<file path="src/rtl/gray_pkg.sv">
// Shared definitions for the RGB-to-gray pipeline: weighting modes, per-mode
// coefficients and the fixed-point rounding constants.
package gray_pkg;

    localparam int MODE_W = 2;
    localparam int COEF_W = 8;
    localparam int ROUND  = 128;
    localparam int SHIFT  = 8;

    typedef enum logic [MODE_W-1:0] {
        MODE_601 = 2'd0,
        MODE_709 = 2'd1,
        MODE_AVG = 2'd2,
        MODE_MAX = 2'd3
    } gray_mode_e;

    typedef struct packed {
        logic [COEF_W-1:0] cr;
        logic [COEF_W-1:0] cg;
        logic [COEF_W-1:0] cb;
    } coef_t;

    localparam coef_t COEF_601 = '{cr: 8'd77, cg: 8'd150, cb: 8'd29};
    localparam coef_t COEF_709 = '{cr: 8'd54, cg: 8'd183, cb: 8'd19};
    localparam coef_t COEF_AVG = '{cr: 8'd85, cg: 8'd85,  cb: 8'd86};
    localparam coef_t COEF_NIL = '{cr: 8'd0,  cg: 8'd0,   cb: 8'd0};

    // MODE_MAX never multiplies, so it maps to all-zero weights.
    function automatic coef_t get_coef(input gray_mode_e mode);
        coef_t c;
        case (mode)
            MODE_601: c = COEF_601;
            MODE_709: c = COEF_709;
            MODE_AVG: c = COEF_AVG;
            default:  c = COEF_NIL;
        endcase
        return c;
    endfunction

endpackage

</file>
<file path="src/rtl/gray_lane.sv">
// One pixel lane of the gray pipeline: S2 holds weighted products (or raw
// channels in max mode), S3 holds the rounded, saturated or max-selected gray.
module gray_lane
    import gray_pkg::*;
#(
    parameter int PIX_W = 8
) (
    input  logic               clk,
    input  logic               rst,
    input  logic               i_s2_load,
    input  logic               i_s3_load,
    input  logic [PIX_W-1:0]   i_r,
    input  logic [PIX_W-1:0]   i_g,
    input  logic [PIX_W-1:0]   i_b,
    input  logic [MODE_W-1:0]  i_mode,
    output logic [PIX_W-1:0]   o_gray
);

    localparam int PROD_W = PIX_W + COEF_W;
    localparam int SUM_W  = PIX_W + 10;

    coef_t              w_coef;
    logic               w_is_max;
    logic [PROD_W-1:0]  w_pr;
    logic [PROD_W-1:0]  w_pg;
    logic [PROD_W-1:0]  w_pb;

    logic [PROD_W-1:0]  r_pr;
    logic [PROD_W-1:0]  r_pg;
    logic [PROD_W-1:0]  r_pb;
    logic [MODE_W-1:0]  r_s2_mode;

    logic [SUM_W-1:0]   w_sum;
    logic [SUM_W-1:0]   w_shifted;
    logic [PIX_W-1:0]   w_sat;
    logic [PIX_W-1:0]   w_max;
    logic [PIX_W-1:0]   w_gray_next;
    logic [PIX_W-1:0]   r_gray;

    assign w_coef   = get_coef(gray_mode_e'(i_mode));
    assign w_is_max = (i_mode == MODE_MAX);

    // Max mode passes the raw channels through the product registers so every
    // mode sees the same S2/S3 latency.
    always_comb begin
        w_pr = {{COEF_W{1'b0}}, i_r};
        w_pg = {{COEF_W{1'b0}}, i_g};
        w_pb = {{COEF_W{1'b0}}, i_b};
        if (!w_is_max) begin
            w_pr = {{COEF_W{1'b0}}, i_r} * {{PIX_W{1'b0}}, w_coef.cr};
            w_pg = {{COEF_W{1'b0}}, i_g} * {{PIX_W{1'b0}}, w_coef.cg};
            w_pb = {{COEF_W{1'b0}}, i_b} * {{PIX_W{1'b0}}, w_coef.cb};
        end
    end

    always_ff @(posedge clk or negedge rst) begin
        if (!rst) begin
            r_pr      <= '0;
            r_pg      <= '0;
            r_pb      <= '0;
            r_s2_mode <= MODE_601;
        end else if (i_s2_load) begin
            r_pr      <= w_pr;
            r_pg      <= w_pg;
            r_pb      <= w_pb;
            r_s2_mode <= i_mode;
        end
    end

    assign w_sum     = {2'b00, r_pr} + {2'b00, r_pg} + {2'b00, r_pb} + SUM_W'(ROUND);
    assign w_shifted = w_sum >> SHIFT;
    assign w_sat     = (|w_shifted[SUM_W-1:PIX_W]) ? {PIX_W{1'b1}} : w_shifted[PIX_W-1:0];

    always_comb begin
        w_max = r_pr[PIX_W-1:0];
        if (r_pg[PIX_W-1:0] > w_max) begin
            w_max = r_pg[PIX_W-1:0];
        end
        if (r_pb[PIX_W-1:0] > w_max) begin
            w_max = r_pb[PIX_W-1:0];
        end
    end

    assign w_gray_next = (r_s2_mode == MODE_MAX) ? w_max : w_sat;

    always_ff @(posedge clk or negedge rst) begin
        if (!rst) begin
            r_gray <= '0;
        end else if (i_s3_load) begin
            r_gray <= w_gray_next;
        end
    end

    assign o_gray = r_gray;

endmodule

</file>
<file path="src/rtl/rgb_to_gray_pipe.sv">
// Three-stage RGB-to-gray converter, LANES pixels per beat, with valid/ready
// backpressure and a wrapping count of delivered output beats.
module rgb_to_gray_pipe
    import gray_pkg::*;
#(
    parameter int PIX_W = 8,
    parameter int LANES = 1,
    parameter int CNT_W = 16
) (
    input  logic                     clk,
    input  logic                     rst,
    input  logic                     in_valid,
    output logic                     in_ready,
    input  logic [LANES*PIX_W-1:0]   in_r,
    input  logic [LANES*PIX_W-1:0]   in_g,
    input  logic [LANES*PIX_W-1:0]   in_b,
    input  logic [1:0]               mode,
    output logic                     out_valid,
    input  logic                     out_ready,
    output logic [LANES*PIX_W-1:0]   out_gray,
    output logic [CNT_W-1:0]         out_count,
    input  logic                     count_clr
);

    logic                    r_s1_valid;
    logic                    r_s2_valid;
    logic                    r_s3_valid;
    logic [LANES*PIX_W-1:0]  r_s1_r;
    logic [LANES*PIX_W-1:0]  r_s1_g;
    logic [LANES*PIX_W-1:0]  r_s1_b;
    logic [MODE_W-1:0]       r_s1_mode;
    logic [CNT_W-1:0]        r_count;

    logic                    w_s1_load;
    logic                    w_s2_load;
    logic                    w_s3_load;
    logic                    w_in_fire;
    logic                    w_out_fire;

    // A stage may load when empty or when its successor takes its contents.
    assign w_s3_load  = !r_s3_valid || out_ready;
    assign w_s2_load  = !r_s2_valid || w_s3_load;
    assign w_s1_load  = !r_s1_valid || w_s2_load;
    assign w_in_fire  = in_valid && w_s1_load;
    assign w_out_fire = r_s3_valid && out_ready;

    assign in_ready  = w_s1_load;
    assign out_valid = r_s3_valid;
    assign out_count = r_count;

    always_ff @(posedge clk or negedge rst) begin
        if (!rst) begin
            r_s1_valid <= 1'b0;
            r_s2_valid <= 1'b0;
            r_s3_valid <= 1'b0;
        end else begin
            if (w_s1_load) begin
                r_s1_valid <= in_valid;
            end
            if (w_s2_load) begin
                r_s2_valid <= r_s1_valid;
            end
            if (w_s3_load) begin
                r_s3_valid <= r_s2_valid;
            end
        end
    end

    always_ff @(posedge clk or negedge rst) begin
        if (!rst) begin
            r_s1_r    <= '0;
            r_s1_g    <= '0;
            r_s1_b    <= '0;
            r_s1_mode <= MODE_601;
        end else if (w_in_fire) begin
            r_s1_r    <= in_r;
            r_s1_g    <= in_g;
            r_s1_b    <= in_b;
            r_s1_mode <= mode;
        end
    end

    // Clear has priority over a same-cycle transfer.
    always_ff @(posedge clk or negedge rst) begin
        if (!rst) begin
            r_count <= '0;
        end else if (count_clr) begin
            r_count <= '0;
        end else if (w_out_fire) begin
            r_count <= r_count + 1'b1;
        end
    end

    for (genvar l = 0; l < LANES; l++) begin : g_lane
        gray_lane #(
            .PIX_W (PIX_W)
        ) u_lane (
            .clk       (clk),
            .rst       (rst),
            .i_s2_load (w_s2_load && r_s1_valid),
            .i_s3_load (w_s3_load && r_s2_valid),
            .i_r       (r_s1_r[l*PIX_W +: PIX_W]),
            .i_g       (r_s1_g[l*PIX_W +: PIX_W]),
            .i_b       (r_s1_b[l*PIX_W +: PIX_W]),
            .i_mode    (r_s1_mode),
            .o_gray    (out_gray[l*PIX_W +: PIX_W])
        );
    end

endmodule

</file>
<file path="config.mk">
export PLATFORM = sky130hd
export DESIGN_NAME = rgb_to_gray_pipe
export DESIGN_NICKNAME = d
export VERILOG_FILES = /design/src/rtl/gray_pkg.sv /design/src/rtl/gray_lane.sv /design/src/rtl/rgb_to_gray_pipe.sv
export SDC_FILE = /design/constraint.sdc
export NUM_CORES = 1
export LEC_CHECK = 0
export BUFFER_PORTS_ARGS = -buffer_cell sky130_fd_sc_hd__buf_4
export CORE_AREA = 2 2 154 156
export DETAILED_ROUTE_END_ITERATION = 8
export DIE_AREA = 0 0 156 158
export GPL_TIMING_DRIVEN = 0
export HOLD_SLACK_MARGIN = 0.05
export PLACE_DENSITY_LB_ADDON = 0.08
export SETUP_SLACK_MARGIN = 0.05
export SYNTH_ARGS = -nofsm -noshare
export SYNTH_HDL_FRONTEND = slang
export SYNTH_SLANG_ARGS = --single-unit
</file>
<file path="constraint.sdc">
create_clock -name clk -period 12.88 [get_ports clk]
set_input_delay 1.932 -clock clk [delete_from_list [all_inputs] [get_ports clk]]
set_output_delay 1.932 -clock clk [all_outputs]
set_load 0.01 [all_outputs]
</file>
==> flow_metrics.env <==
export IMPL_outcome="finished clean"
export IMPL_nets=1584
export IMPL_end_kind="flop"
export IMPL_drv_cap=0
export IMPL_path_class="reg2reg"
export IMPL_worst_pin_slew_ns=0.934
export IMPL_clkLatencyLatePin_ns=0.37
export IMPL_setup_viol=0
export IMPL_cts_sinks=102
export IMPL_holdCritStartpoint="r_s1_valid"
export IMPL_synth_edf_count=0
export IMPL_required_ns=13.14
export IMPL_cts_tree="done"
export IMPL_wl_mm=27.4
export IMPL_start_util_pct=49.3
export IMPL_dr_pass1_iters=5
export IMPL_via_per_inst=5.37
export IMPL_drive_above_1_share_pct=8.61
export IMPL_fillers=2154
export IMPL_drt_first_iter_violations=400
export IMPL_hp_class="reg2reg"
export IMPL_num_vias=8552
export IMPL_synth_nets=1517
export IMPL_cts_clk_slew_worst_paths_ns=0.09
export IMPL_area_delta_synth_final_pct=9.85
export IMPL_p_per_area_nw_per_um2=273
export IMPL_avgSynthCellArea_um2=9.26
export IMPL_grt_pass1_wl_mm=44.8
export IMPL_num_rows=56
export IMPL_grt_use_total_pct=23.3
export IMPL_die_w_um=156
export IMPL_die_area_um2=24600
export IMPL_period_share_pct=49.3
export IMPL_multi_input_comb_area_um2=7990
export IMPL_fmax_mhz=157
export IMPL_period_minus_slack_ns=6.35
export IMPL_cts_root_buf="clkbuf_16"
export IMPL_fin_setup_tns_ns=0
export IMPL_syn_area_um2=11400
export IMPL_worstPathMaxFanout=11
export IMPL_maxSlewHeadroom_pct=37.8
export IMPL_grt_pass1_vias=8396
export IMPL_timing_rr_end="g_lane[0].u_lane.r_pg[13]"
export IMPL_port_buffers=55
export IMPL_core_area_um2=23100
export IMPL_h_tree_depth=3
export IMPL_grt_overflow_total=0
export IMPL_async_flop_share_pct=100
export IMPL_wl_per_cell_um=17.2
export IMPL_ff2ff_setup_slack_ns=6.53
export IMPL_grt_max_degree=103
export IMPL_dp_worst_setup_slack_ns=6.52
export IMPL_route_detailed_drc=0
export IMPL_rsz0062_at_grt="no"
export IMPL_cts_resized=0
export IMPL_cts_post_setup_buffers_inserted=0
export IMPL_skew_ns=0.0113
export IMPL_power_w=0.00342
export IMPL_ys_ff_latch=102
export IMPL_postCtsHoldBufs=0
export IMPL_hold_viol=0
export IMPL_pin_count=57
export IMPL_yosysSeqAreaShare_pct=22.4
export IMPL_drv_slew=0
export IMPL_arrival_ns=6.61
export IMPL_setup_ws_ns=6.53
export IMPL_crit_path_start_kind="flop"
export IMPL_yosysWarnings=0
export IMPL_drtAntennaViolNets=0
export IMPL_cts_buffer_depth=2
export IMPL_ff2ff_path_depth=23
export IMPL_holdPathStages=1
export IMPL_fp_dieH_um=158
export IMPL_peakVddDrop_mv=0.128
export IMPL_antenna_found_initial=1
export IMPL_cts_buffers=9
export IMPL_synth_cell_type_count=67
export IMPL_seq_area_um2=2550
export IMPL_whs_endpoint="r_s2_valid"
export IMPL_ys_flop_type="dfrtp_1"
export IMPL_rr_startpoint="r_s1_mode[0]"
export IMPL_place_gp_congestion=0.875
export IMPL_p_leak_nw=6.31
export IMPL_synth_cells=1229
export IMPL_place_hpwl_mm=22.6
worst max-delay path by stage:
stage / from / endpoint / slack [ns] / cells past startpoint
after floorplan: r_s1_mode[0] / g_lane[0].u_lane.r_pg[13] / 7.62 / 23
after global placement: r_s1_mode[0] / g_lane[0].u_lane.r_pg[13] / 6.59 / 23
after detailed placement: r_s1_mode[0] / g_lane[0].u_lane.r_pg[13] / 6.52 / 23
after CTS: r_s1_mode[0] / g_lane[0].u_lane.r_pg[13] / 6.50 / 23
after global routing: r_s1_mode[0] / g_lane[0].u_lane.r_pg[13] / 6.12 / 23
final: r_s1_mode[0] / g_lane[0].u_lane.r_pg[13] / 6.53 / 23
placed cells by master (no fill, tap or decap), drive strengths merged, types with 19 or more instances in the layout:
| cell | synthesis | final |
|---|---|---|
| mux2 | 28 | 28 |
| nor2 | 63 | 63 |
| dfrtp | 102 | 102 |
| nand2 | 79 | 79 |
| fa | 81 | 81 |
| inv | 188 | 191 |
| xnor2 | 27 | 27 |
| ha | 176 | 176 |
| o21ai | 60 | 60 |
| a21oi | 45 | 45 |
| xor2 | 25 | 25 |
| nor2b | 40 | 40 |
| clkbuf | 28 | 37 |
| buf | 4 | 60 |
| and2 | 72 | 72 |
| nand2b | 19 | 19 |
cell usage after synthesis, types with 25 or more instances:
library cell / number / share of area, %
a21oi_1: 44 / 1.9
and2_1: 72 / 4.0
clkbuf_1: 28 / 0.92
dfrtp_1: 102 / 22
fa_1: 81 / 14
ha_1: 176 / 19
inv_1: 188 / 6.2
mux2_2: 26 / 2.6
nand2_1: 79 / 2.6
nor2_1: 63 / 2.1
nor2b_1: 40 / 2.2
o21ai_0: 48 / 2.1
xnor2_1: 27 / 2.1
xor2_1: 25 / 1.9
state kept, by name (all words and copies together) (netlist names):
register,cells
g_lane.u_lane.r_pr,15
g_lane.u_lane.o_gray,8
r_s1_g,8
out_valid,1
out_count,16
r_s1_valid,1
r_s1_r,8
g_lane.u_lane.r_pg,16
r_s1_b,8
g_lane.u_lane.r_s2_mode,2
r_s1_mode,2
r_s2_valid,1
g_lane.u_lane.r_pb,16
per-layer routing:
metal | wire length, µm | up-vias | global-route usage [%]
met5 | 0 | - | 0
met4 | 409 | 0 | 5.33
met3 | 682 | 23 | 2.90
met2 | 12500 | 111 | 38.0
met1 | 13800 | 4152 | 33.3
li1 | - | 4266 | -
metrics by stage:
stage / cells / util (%) / cell area, µm² / hold WS (ns)
6_report: 1592 / 54.2 / 12500 / 0.500
5_1_grt: 1591 / 54.2 / 12500 / 0.540
4_1_cts: 1590 / 54.1 / 12500 / 0.500
3_5_place_dp: 1574 / 52.7 / 12200 / 0.480
3_3_place_gp: 1574 / 52.7 / 12200 / 0.474
2_1_floorplan: 1229 / - / 11400 / 0.450
kinds of logic after synthesis:
group	count (synthesis)	synth area share [%]
buffers and inverters	221	7.31
adders and majority gates	257	33.6
xor gates and xnor gates	52	4.00
and+or+nand+nor	330	14.9
DFF	102	22.4
muxes	45	4.27
AOI/OAI and AO/OA	222	13.4
critical path, cell delays in order (launching register included):
cell and delay (ns):
dfrtp_1 0.43, clkinv_1 0.44, ha_1 0.39, clkbuf_1 0.26
nor2_1 0.16, nor2_1 0.11, clkbuf_1 0.28, and2_1 0.31
fa_1 0.56, inv_1 0.06, fa_1 0.53, inv_1 0.05
fa_1 0.54, inv_1 0.06, fa_1 0.52, inv_1 0.05
ha_1 0.34, o21a_1 0.12, o21a_1 0.18, and3_1 0.18
o41a_1 0.13, nor3_1 0.25, xnor2_1 0.10, a22o_1 0.19
power breakdown:
group	total (W)	internal, W	switching, W
Clock	0.000290	0.000140	0.000150
Combinational	0.00260	0.00116	0.00144
Sequential	0.000522	0.000414	0.000108
Total	0.00342	0.00172	0.00170
cell type report:
class / instances / area share, %
Multi-Input combinational cell: 906 / 63.9
Inverter: 189 / 5.68
Tap cell: 290 / 2.90
Clock buffer: 9 / 1.80
Antenna cell: 1 / 0.0200
Clock inverter: 7 / 0.681
Sequential cell: 102 / 20.4
Timing Repair Buffer: 56 / 3.55
Buffer: 32 / 0.981
Note: power is estimated with default switching activity, not from simulation.
